<file path="config.mk">
export PLATFORM = sky130hd
export DESIGN_NAME = cdc_chan_arbiter
export DESIGN_NICKNAME = d
export VERILOG_FILES = /design/src/rtl/cdc_chan_arbiter_pkg.sv /design/src/rtl/cdc_chan_arbiter_rr_pick.sv /design/src/rtl/cdc_chan_arbiter.sv
export SDC_FILE = /design/constraint.sdc
export NUM_CORES = 1
export LEC_CHECK = 0
export CORE_ASPECT_RATIO = 2
export CORE_MARGIN = 2
export CORE_UTILIZATION = 55
export CTS_BUF_LIST = sky130_fd_sc_hd__clkbuf_8
export DETAILED_ROUTE_END_ITERATION = 8
export PLACE_DENSITY = 0.86
export SLEW_MARGIN = 20
export SYNTH_ARGS = -nofsm -noshare
export SYNTH_HDL_FRONTEND = slang
export SYNTH_SLANG_ARGS = --single-unit
</file>
<file path="constraint.sdc">
create_clock -name clk_a -period 4.5 [get_ports clk_a]
set_clock_uncertainty 0.15 [all_clocks]
set_input_delay 0.9 -clock clk_a [delete_from_list [all_inputs] [get_ports clk_a]]
set_output_delay 0.9 -clock clk_a [all_outputs]
set_load 0.1 [all_outputs]
</file>
<file path="src/rtl/cdc_chan_arbiter_pkg.sv">
// cdc_chan_arbiter_pkg: state encoding and parameter defaults shared by the CDC channel arbiter.
package cdc_chan_arbiter_pkg;
  typedef enum logic [1:0] {
    IDLE     = 2'd0,
    SEND     = 2'd1,
    WAIT_ACK = 2'd2,
    GAP      = 2'd3
  } state_e;
  localparam int HOLD_DEF    = 2;
  localparam int TIMEOUT_DEF = 16;
  function automatic int idx_w(input int n);
    return (n > 1) ? $clog2(n) : 1;
  endfunction
endpackage

</file>
<file path="src/rtl/cdc_chan_arbiter_rr_pick.sv">
// rr_pick: round-robin selector; first set request at or after ptr, wrapping modulo N_REQ.
module rr_pick
  import cdc_chan_arbiter_pkg::*;
#(
  parameter int N_REQ = 4,
  parameter int PW    = idx_w(N_REQ)
) (
  input  logic [N_REQ-1:0] req_i,
  input  logic [PW-1:0]    ptr_i,
  output logic [N_REQ-1:0] pick_o,
  output logic [PW-1:0]    idx_o
);
  logic          found;
  logic [PW:0]   sum;
  logic [PW-1:0] j;
  always_comb begin
    pick_o = '0;
    idx_o  = '0;
    found  = 1'b0;
    sum    = '0;
    j      = '0;
    for (int i = 0; i < N_REQ; i++) begin
      sum = {1'b0, ptr_i} + (PW+1)'(i);
      j   = (sum >= (PW+1)'(N_REQ)) ? PW'(sum - (PW+1)'(N_REQ)) : PW'(sum);
      if (!found && req_i[j]) begin
        found     = 1'b1;
        pick_o[j] = 1'b1;
        idx_o     = j;
      end
    end
  end
endmodule

</file>
<file path="src/rtl/cdc_chan_arbiter.sv">
// cdc_chan_arbiter: round-robin arbiter feeding a slow-to-fast CDC channel,
// holding valid for HOLD cycles and waiting for a toggle ack with timeout.
module cdc_chan_arbiter
  import cdc_chan_arbiter_pkg::*;
#(
  parameter int N_REQ   = 4,
  parameter int DW      = 8,
  parameter int HOLD    = HOLD_DEF,
  parameter int TIMEOUT = TIMEOUT_DEF
) (
  input  logic                clk_a,
  input  logic                rst_n,
  input  logic [N_REQ-1:0]    req,
  input  logic [N_REQ*DW-1:0] req_data,
  output logic [N_REQ-1:0]    grant,
  output logic [DW-1:0]       ch_data,
  output logic                ch_valid,
  input  logic                ch_ack,
  output logic                busy,
  output logic                timeout_err
);
  localparam int PW = idx_w(N_REQ);
  state_e           state_q, state_d;
  logic [PW-1:0]    ptr_q, ptr_d, pick_idx;
  logic [N_REQ-1:0] pick, grant_q, grant_d;
  logic [DW-1:0]    data_q, data_d, sel_data;
  logic             valid_q, valid_d, to_q, to_d, pend_q, pend_d;
  logic [3:0]       hold_q, hold_d;
  logic [7:0]       wait_q, wait_d;
  logic [2:0]       sync_q;
  logic             ack_ev;
  rr_pick #(.N_REQ(N_REQ), .PW(PW)) u_pick (
    .req_i (req),
    .ptr_i (ptr_q),
    .pick_o(pick),
    .idx_o (pick_idx)
  );
  // sync_q[1:0] is the two-flop synchronizer, sync_q[2] the history stage for edge detection
  assign ack_ev      = sync_q[1] ^ sync_q[2];
  assign grant       = grant_q;
  assign ch_data     = data_q;
  assign ch_valid    = valid_q;
  assign timeout_err = to_q;
  assign busy        = state_q != IDLE;
  always_ff @(posedge clk_a or negedge rst_n) begin
    if (!rst_n) begin
      state_q <= IDLE;
      ptr_q   <= '0;
      grant_q <= '0;
      data_q  <= '0;
      valid_q <= 1'b0;
      to_q    <= 1'b0;
      pend_q  <= 1'b0;
      hold_q  <= '0;
      wait_q  <= '0;
      sync_q  <= '0;
    end else begin
      state_q <= state_d;
      ptr_q   <= ptr_d;
      grant_q <= grant_d;
      data_q  <= data_d;
      valid_q <= valid_d;
      to_q    <= to_d;
      pend_q  <= pend_d;
      hold_q  <= hold_d;
      wait_q  <= wait_d;
      sync_q  <= {sync_q[1:0], ch_ack};
    end
  end
  always_comb begin
    state_d  = state_q;
    ptr_d    = ptr_q;
    grant_d  = '0;
    data_d   = data_q;
    valid_d  = valid_q;
    to_d     = 1'b0;
    pend_d   = pend_q;
    hold_d   = hold_q;
    wait_d   = wait_q;
    sel_data = '0;
    for (int i = 0; i < N_REQ; i++)
      if (pick[i]) sel_data = req_data[i*DW +: DW];
    case (state_q)
      IDLE: if (|req) begin
        state_d = SEND;
        grant_d = pick;
        data_d  = sel_data;
        valid_d = 1'b1;
        pend_d  = 1'b0;
        hold_d  = '0;
        ptr_d   = (pick_idx == PW'(N_REQ-1)) ? '0 : pick_idx + PW'(1);
      end
      SEND: begin
        pend_d = pend_q | ack_ev;
        if (hold_q == 4'(HOLD-1)) begin
          valid_d = 1'b0;
          wait_d  = '0;
          state_d = WAIT_ACK;
        end else hold_d = hold_q + 4'd1;
      end
      // ack is checked before the timeout so a same-cycle ack suppresses timeout_err
      WAIT_ACK: if (ack_ev || pend_q) begin
        pend_d  = 1'b0;
        state_d = GAP;
      end else if (wait_q == 8'(TIMEOUT-1)) begin
        to_d    = 1'b1;
        state_d = GAP;
      end else wait_d = wait_q + 8'd1;
      default: state_d = IDLE;
    endcase
  end
endmodule
</file>
==> impl.org, run 1 <==
** Run status
- Result of the run :: finished, final reports clean

** Clock network
- Clock buffers created by TritonCTS :: 5
- Later-pin clock latency in the skew report :: just under 300 ps
- In this run, post-CTS repair resized a total of 0 instances.
- Clock-pin slew was measured on the worst setup and hold paths at ~70 ps.
- Cell at the root of the clock tree :: clkbuf_8
- Number of setup buffers added after CTS :: 0
- Clock Tree Buf Depth :: 2
- For this design, the CTS-stage hold fixing added 0 buffers.
- Deepest level of the CTS H-tree :: 2
- Number of sinks on the clock net :: 34
- CTS tree :: yes

** Synth
- Synthesis handed over a netlist of between 200 and 300 instances.
- Netlist area before placement :: roughly 0.0024 mm²
- When the netlist entered floorplanning its net count stood at roughly 320.
- Most repeated cell in the gate-level netlist after synthesis :: dfrtp_1
- Synthesized area divided by synthesized cell count :: roughly 9 µm²
- Among all flip-flop cells after synthesis, the most frequent one is dfrtp_1.
- For this run, asynchronously set or reset flops after synthesis account for between 90% and 100%.
- Unique cell type count in the Yosys netlist :: between 50 and 60
- Fraction of the yosys area taken by sequential cells :: between 30% and 40%
- Area fraction of the dominant cell type after synthesis :: between 30% and 40%
- Top cells by instance count after synthesis :: dfrtp_1 (34), nand2_1 (24), nand4_1 (21)
- Area leader, netlist :: dfrtp_1
- Sorting the synthesized cells by area gives the leading types as dfrtp_1 (35%), ha_1 (7.7%), nand4_1 (5.4%).
- The synthesized design contains 0 enable-type register cells.
- Yosys warning count :: 0
- The synthesized design contains 34 register bits.

** Die
- In this run the vertical extent of the chip is approximately 98 µm.
- Total Die Area :: just over 0.005 mm²
- Initial core utilization :: between 50% and 60%
- Number of top-level pins :: between 50 and 60
- Std-Cell Core Area :: approximately 0.0043 mm²
- The floorplan has 34 rows.
- Chip width :: roughly 51 µm

** Worst setup path
- The worst setup path is of the in -> reg kind.
- Startpoint of the most critical register-to-register path :: ptr_q[1]
- The most critical setup path has its startpoint at req[1].
- Maximum fanout count along the critical path :: 14
- The number of buffers and inverters on the critical path is 2.
- Worst path max stage delay :: between 600 and 700 ps
- Data arrives at the worst endpoint at ~3500 ps.
- Endpoint kind of the worst setup timing path :: flop
- Crit-path slowest cell :: clkdlybuf4s50_1
- Grouping stages by cell kind, the critical path spends the most delay in compound AO/OA/AOI/OAI gates.
- The critical path goes through clkdlybuf4s50_1 -> and3b_1 -> o21ai_1 -> nand3_1 -> a221oi_2 -> buf_4 -> a2bb2oi_1 -> nand4_1.
- Sort of element at the start of the critical path :: input pin
- Data on the critical path is required at its endpoint by 4510 ps.

** Drt
- The first detailed-routing pass took 4 iterations.
- Detail-routed via count per cell :: ~6.1
- Average wire length per cell after detail routing :: roughly 17 µm
- After the first detailed-routing iteration, the DRC count stood at 67.
- For this block, the via count after detailed routing is roughly 2200.
- Number of nets with antenna violations after routing :: 0
- Post-detailed-route DRC marker count :: 0
- For this block, the routed nets add up to 6.43 mm of wire.

** Placement
- Count of input and output buffers :: 53
- Instance area after placement :: 0.00298 mm²
- Detailed placement finished with a half-perimeter wire length of just under 5 mm.
- GP Congestion :: around 1.0

** Timing
- Worst-case headroom to the max-slew limit :: 34.3%
- Number of endpoints with negative hold slack in the final report :: 0
- Setup_tns :: 0 ps
- Slew at the pin closest to its max-slew limit :: 983 ps
- Highest clock frequency the design can meet :: roughly 280 MHz
- Setup violations remaining at the end of the flow were counted as 0.
- Dividing the final minimum period by the clock period gives about four fifths.
- Subtracting the final worst setup slack from the clock period gives between 3000 and 4000 ps.
- Max-slew violation count :: 0
- Setup repair after global routing missed its margin :: false

** Run
- Count of maximum capacitance violations :: 0

** Pwr
- Overall power consumption :: about 2.3 mW
- Across the VDD grid, the largest voltage drop is between 0.6 and 0.7 mV.
- Leak :: 1.31 nW
- Power density cells :: approximately 750 mW/mm²

** Final layout
- Syn-to-layout area delta :: 25.6%
- Area taken by flip-flops and latches :: around 850 µm²
- Of the cells placed in the final design, the portion with a size suffix greater than 1 is between 7 and 8%.
- Filler cell count in the final layout :: 339
- The number of antenna diodes in the final layout is 0.
- Area of combinational cells with multiple inputs :: 0.00145 mm²
- At the end of the flow, the number of nets in the layout was 369.
- With fillers left out, the area of the finished cells amounts to between 0.003 and 0.004 mm².

** GRT
- Grt total ovfl :: 0
- The via count of the first global-routing pass is 2304.
- Entering global routing, the biggest net connects 35 pins.
- Overall Global Routing Usage :: roughly 28%
- First-pass GRT wire length :: about 11 mm
- Initial antenna violation count :: 0

** Min path
- The startpoint identified for the worst hold timing path is sync_q[0].
- Path type of the worst min-delay path :: reg -> reg
logic make-up (layout without fill, tap and decap cells):
logic type	count (synthesis)	in the layout	synth area share, %
buffers and inverters	27	78	5.93
muxes	11	11	6.75
DFF	34	34	34.7
xor gates and xnor gates	8	8	2.86
adders and majority gates	15	15	7.66
AOI/OAI and AO/OA	53	53	16.4
and+or+nand+nor	117	117	25.7
power breakdown:
part           leakage (nW)  switching (mW)  internal, mW  total [mW]
clock network        0.0524           0.109         0.121       0.231
logic                 0.820            1.06         0.529        1.58
registers             0.438          0.0919         0.406       0.498
layout make-up:
cell class / instances / share of cell area (%)
inverters: 12 / 1.46
repair buffers: 58 / 18.5
multi-input cells: 204 / 47.2
well taps: 54 / 2.20
clock buffers: 6 / 2.69
flip-flops and latches: 34 / 27.7
clock inverters: 2 / 0.285
through the flow:
step / worst slack (ps) / hold WS (ps) / cells / util [%]
CTS: 978 / 256 / 370 / 71.6
floorplan: 1620 / 181 / 265 / -
detailed placement: 723 / 241 / 362 / 69.5
global route: 765 / 251 / 370 / 71.6
finish: 982 / 242 / 370 / 71.6
global placement: 853 / 233 / 362 / 69.5
state kept, by name, summed over array words and instances, names as in the netlist, named ones only:
name	count
state_q	2
pend_q	1
timeout_err	1
hold_q	4
ch_data	8
wait_q	8
ptr_q	1
ch_valid	1
grant	4
sync_q	3
placed cells by master (no fill, tap or decap), types with 2 or more instances in the layout:
| master | n |
|---|---|
| nand4_1 | 21 |
| o21ai_0 | 7 |
| o22ai_1 | 2 |
| nand2_1 | 24 |
| a221o_1 | 2 |
| xor2_1 | 6 |
| dfrtp_1 | 34 |
| mux4_2 | 2 |
| a221oi_2 | 2 |
| a2bb2oi_1 | 7 |
| buf_4 | 5 |
| and3_1 | 2 |
| and3b_1 | 3 |
| nor2_1 | 20 |
| nor3b_1 | 5 |
| and2_1 | 2 |
| mux2i_1 | 6 |
| inv_1 | 13 |
| nand2b_1 | 3 |
| clkdlybuf4s50_1 | 53 |
| ha_1 | 15 |
| xnor2_1 | 2 |
| a21oi_1 | 16 |
| clkbuf_8 | 6 |
| nor3_1 | 10 |
| nand3_1 | 20 |
routing by layer:
metal	GRT usage (%)	vias up	wire, µm
met5	0	-	0
met4	12.3	0	201
met3	3.21	18	184
met2	53.4	70	3730
met1	29.6	1067	2310
li1	-	1084	-
worst paths after layout:
path	end	cells after the start	slack, ps
min in group asynchronous	hold_q[3]	2	860
max in group asynchronous	ch_data[3]	2	3030
worst min register to register	sync_q[1]	0	240
worst max-delay path	ch_data[6]	8	980
worst max register to register	ch_data[6]	9	1160
worst min-delay path	sync_q[1]	0	240
Power figures use the tool's default switching activity.
==> run 2: changes to the inputs <==
CORE_UTILIZATION = 48   (was 55)
PLACE_DENSITY = 0.79   (was 0.86)
clock period = 3.15 ns   (was 4.5 ns; I/O delays follow)
==> impl.org, run 2 (synthesis gave the netlist of run 1 again) <==
** Drt
- Sum of routed wire segments on met1 :: around 2.3 mm
- The count of nets left with antenna violations once routing finished came out at 0.
- After detailed routing, the number of vias per cell comes to 6.01.
- Number of violations reported at the end of detailed-routing iteration 0 :: 57
- The routed layout has between 2000 and 2500 vias.
- Average wire length per cell after detail routing :: 16.9 µm
- For this run, design rule violations remaining after detail routing come to 0.
- Before antenna repair, the detailed router went through 4 iterations.
- Met3 routed wirelength :: roughly 280 µm
- The routed design has roughly 6.6 mm of wire.
- Highest routed layer :: met4
- After detailed routing, the met2 layer carries about 3.8 mm of wire.

** Clock network
- Resize count post-CTS :: 0
- Later-pin clock latency in the skew report :: 280 ps
- CTS Hold Bufs :: 0
- In this run the post-CTS setup repair buffer count came out at 0.
- The H-tree was split into 2 levels.
- The tree is rooted in a clkbuf_8.
- Clock Tree Buf Depth :: 2
- Number of sinks on the clock net :: 34
- TritonCTS built the clock tree.
- Clock-pin slew was measured on the worst setup and hold paths at 70 ps.
- In this run, CTS created clock tree buffers numbering 5.

** GRT
- Initial antenna violation count :: 0
- For this run, the total global-route usage over all layers was measured as around a quarter.
- Largest net degree at the start of global routing :: 35
- First-pass GRT wire length :: roughly 11 mm
- For this run the aggregate overflow at the end of global routing stands at 0.
- The via count of the first global-routing pass is around 2400.

** Timing
- The count of final max-slew check failures came to 0.
- Final setup violation count :: 0
- Number of endpoints with negative hold slack in the final report :: 0
- For the final routed database, the setup TNS stands at 0 ps.
- Headroom to the max-slew limit came out at between 60 and 70%.
- Fraction of the cycle the final worst path needs :: between 90% and 100%
- Slew at the pin closest to its max-slew limit :: about 460 ps
- Once routing completed, OpenROAD measured the worst setup slack at around 300 ps.
- The clock period could shrink to approximately 2900 ps.
- Static timing analysis puts the maximum clock frequency at 351 MHz.
- Setup repair after global routing left no endpoint under its margin.

** Die
- The die is between 50 and 60 µm wide.
- From bottom edge to top edge, the die measures roughly 110 µm.
- After floorplanning, the core was sized to cover 0.00491 mm².
- The die covers 0.00572 mm².
- 54 I/O pins were placed.
- Initial core utilization :: 49.9%
- The floorplan has 36 rows.

** Pwr
- Net switching power of the design :: about 1.8 mW
- The clock network burns 9.6% of the power.
- VDD sags by at most approximately 0.76 mV.
- Power spread over the standard cell area amounts to 1080 mW/mm².
- Summed over all cells, the static leakage comes to 1.41 nW.
- Per report_power, the combinational group accounts for a little over two thirds of the total.
- Switching part of the total :: a little over half
- Cell internal power was estimated by the tool at 1.60 mW.
- The share of total power dissipated in sequential elements is about a fifth.

** Final layout
- Syn-to-layout area delta :: 29.4%
- After the last flow step, the layout net total stands at approximately 390.
- The number of antenna diodes in the final layout is 0.
- The library cell used most frequently in the layout, excluding fill and tap cells, is clkdlybuf4s50_1.
- The post-route netlist has about 17% of its cells at a drive strength greater than 1.
- Most frequent cells in the layout :: clkdlybuf4s50_1 (38), buf_4 (37), dfrtp_1 (34)

** Worst setup path
- The setup path with the least slack is of type in -> reg.
- Data arrives at the worst endpoint at 2920 ps.
- Sort of element at the start of the critical path :: input pin
- The worst setup path is captured at a flop.
- Maximum fanout count along the critical path :: 9
- In this run the worst setup path begins at req[0].
- The setup check on the worst reg-to-reg path leaves a slack of 470 ps.
- Required time at the worst-slack endpoint :: 3220 ps
- The most critical setup path has its endpoint at ch_data[7].
- The number of cells on the worst reg-to-reg path is 7.
- The worst register-to-register path ends at ch_data[7].

** Min path
- Path type of the worst min-delay path :: reg -> reg

** Run status
- The run finished with clean final reports.

** Run
- Across the run, the number of max-cap violations was 0.

** Placement
- Post-detail-place hpwl :: 5.07 mm
- Timing analysis after detailed placement gives a worst setup slack of 29.5 ps.
- GP Congestion :: between 0.8 and 0.9
- Buffers placed on the I/O ports in this run total 53.
==> run 2: cell type report <==
type | count | area (µm²)
clock buffer | 6 | 82.6
clock inverter | 2 | 8.76
fill | 428 | 1740
inverter | 12 | 45.0
multi-input combinational | 204 | 1450
sequential | 34 | 851
tap | 57 | 71.3
timing repair buffer | 75 | 658
==> run 2: per-layer routing <==
metal,GRT usage (%),vias to the layer above
met5,0,-
met2,43.8,78
met4,13.4,0
met3,3.57,20
met1,27.0,1125
li1,-,1119
==> run 2: power groups by stage <==
stage                     combinational, mW  clock, mW  sequential, mW
after global routing                   2.57      0.353           0.711
after CTS                              2.39      0.337           0.690
final                                  2.40      0.329           0.690
after detailed placement               2.39          0           0.695
after floorplan                        1.31          0            1.19
after global placement                 2.35          0           0.690
==> run 2: worst max-delay path, stage by stage <==
cell,delay [ps]
clkdlybuf4s50_1,550
mux4_2,610
or4_4,560
a31oi_4,320
nand3_1,140
nand4_1,110
==> run 2: metrics by stage <==
| step | cells | total power [mW] | hold slack, ps | area (µm²) | util [%] |
|---|---|---|---|---|---|
| 6_report | 390 | 3.42 | 223 | 3170 | 64.6 |
| 5_1_grt | 390 | 3.64 | 228 | 3170 | 64.6 |
| 4_1_cts | 390 | 3.42 | 225 | 3170 | 64.6 |
| 3_5_place_dp | 382 | 3.08 | 208 | 3080 | 62.7 |
| 3_3_place_gp | 382 | 3.04 | 204 | 3080 | 62.7 |
| 2_1_floorplan | 265 | 2.50 | 181 | 2450 | - |
==> run 2: worst min-delay path by stage <==
| stage | from | endpoint | cells after the start | slack, ps |
|---|---|---|---|---|
| 2_1_floorplan | rst_n | async pin | 0 | 180 |
| 3_3_place_gp | sync_q[0] | sync_q[1] | 0 | 200 |
| 3_5_place_dp | sync_q[0] | sync_q[1] | 0 | 210 |
| 4_1_cts | sync_q[0] | sync_q[1] | 0 | 220 |
| 5_1_grt | sync_q[0] | sync_q[1] | 0 | 230 |
| 6_report | sync_q[0] | sync_q[1] | 0 | 220 |
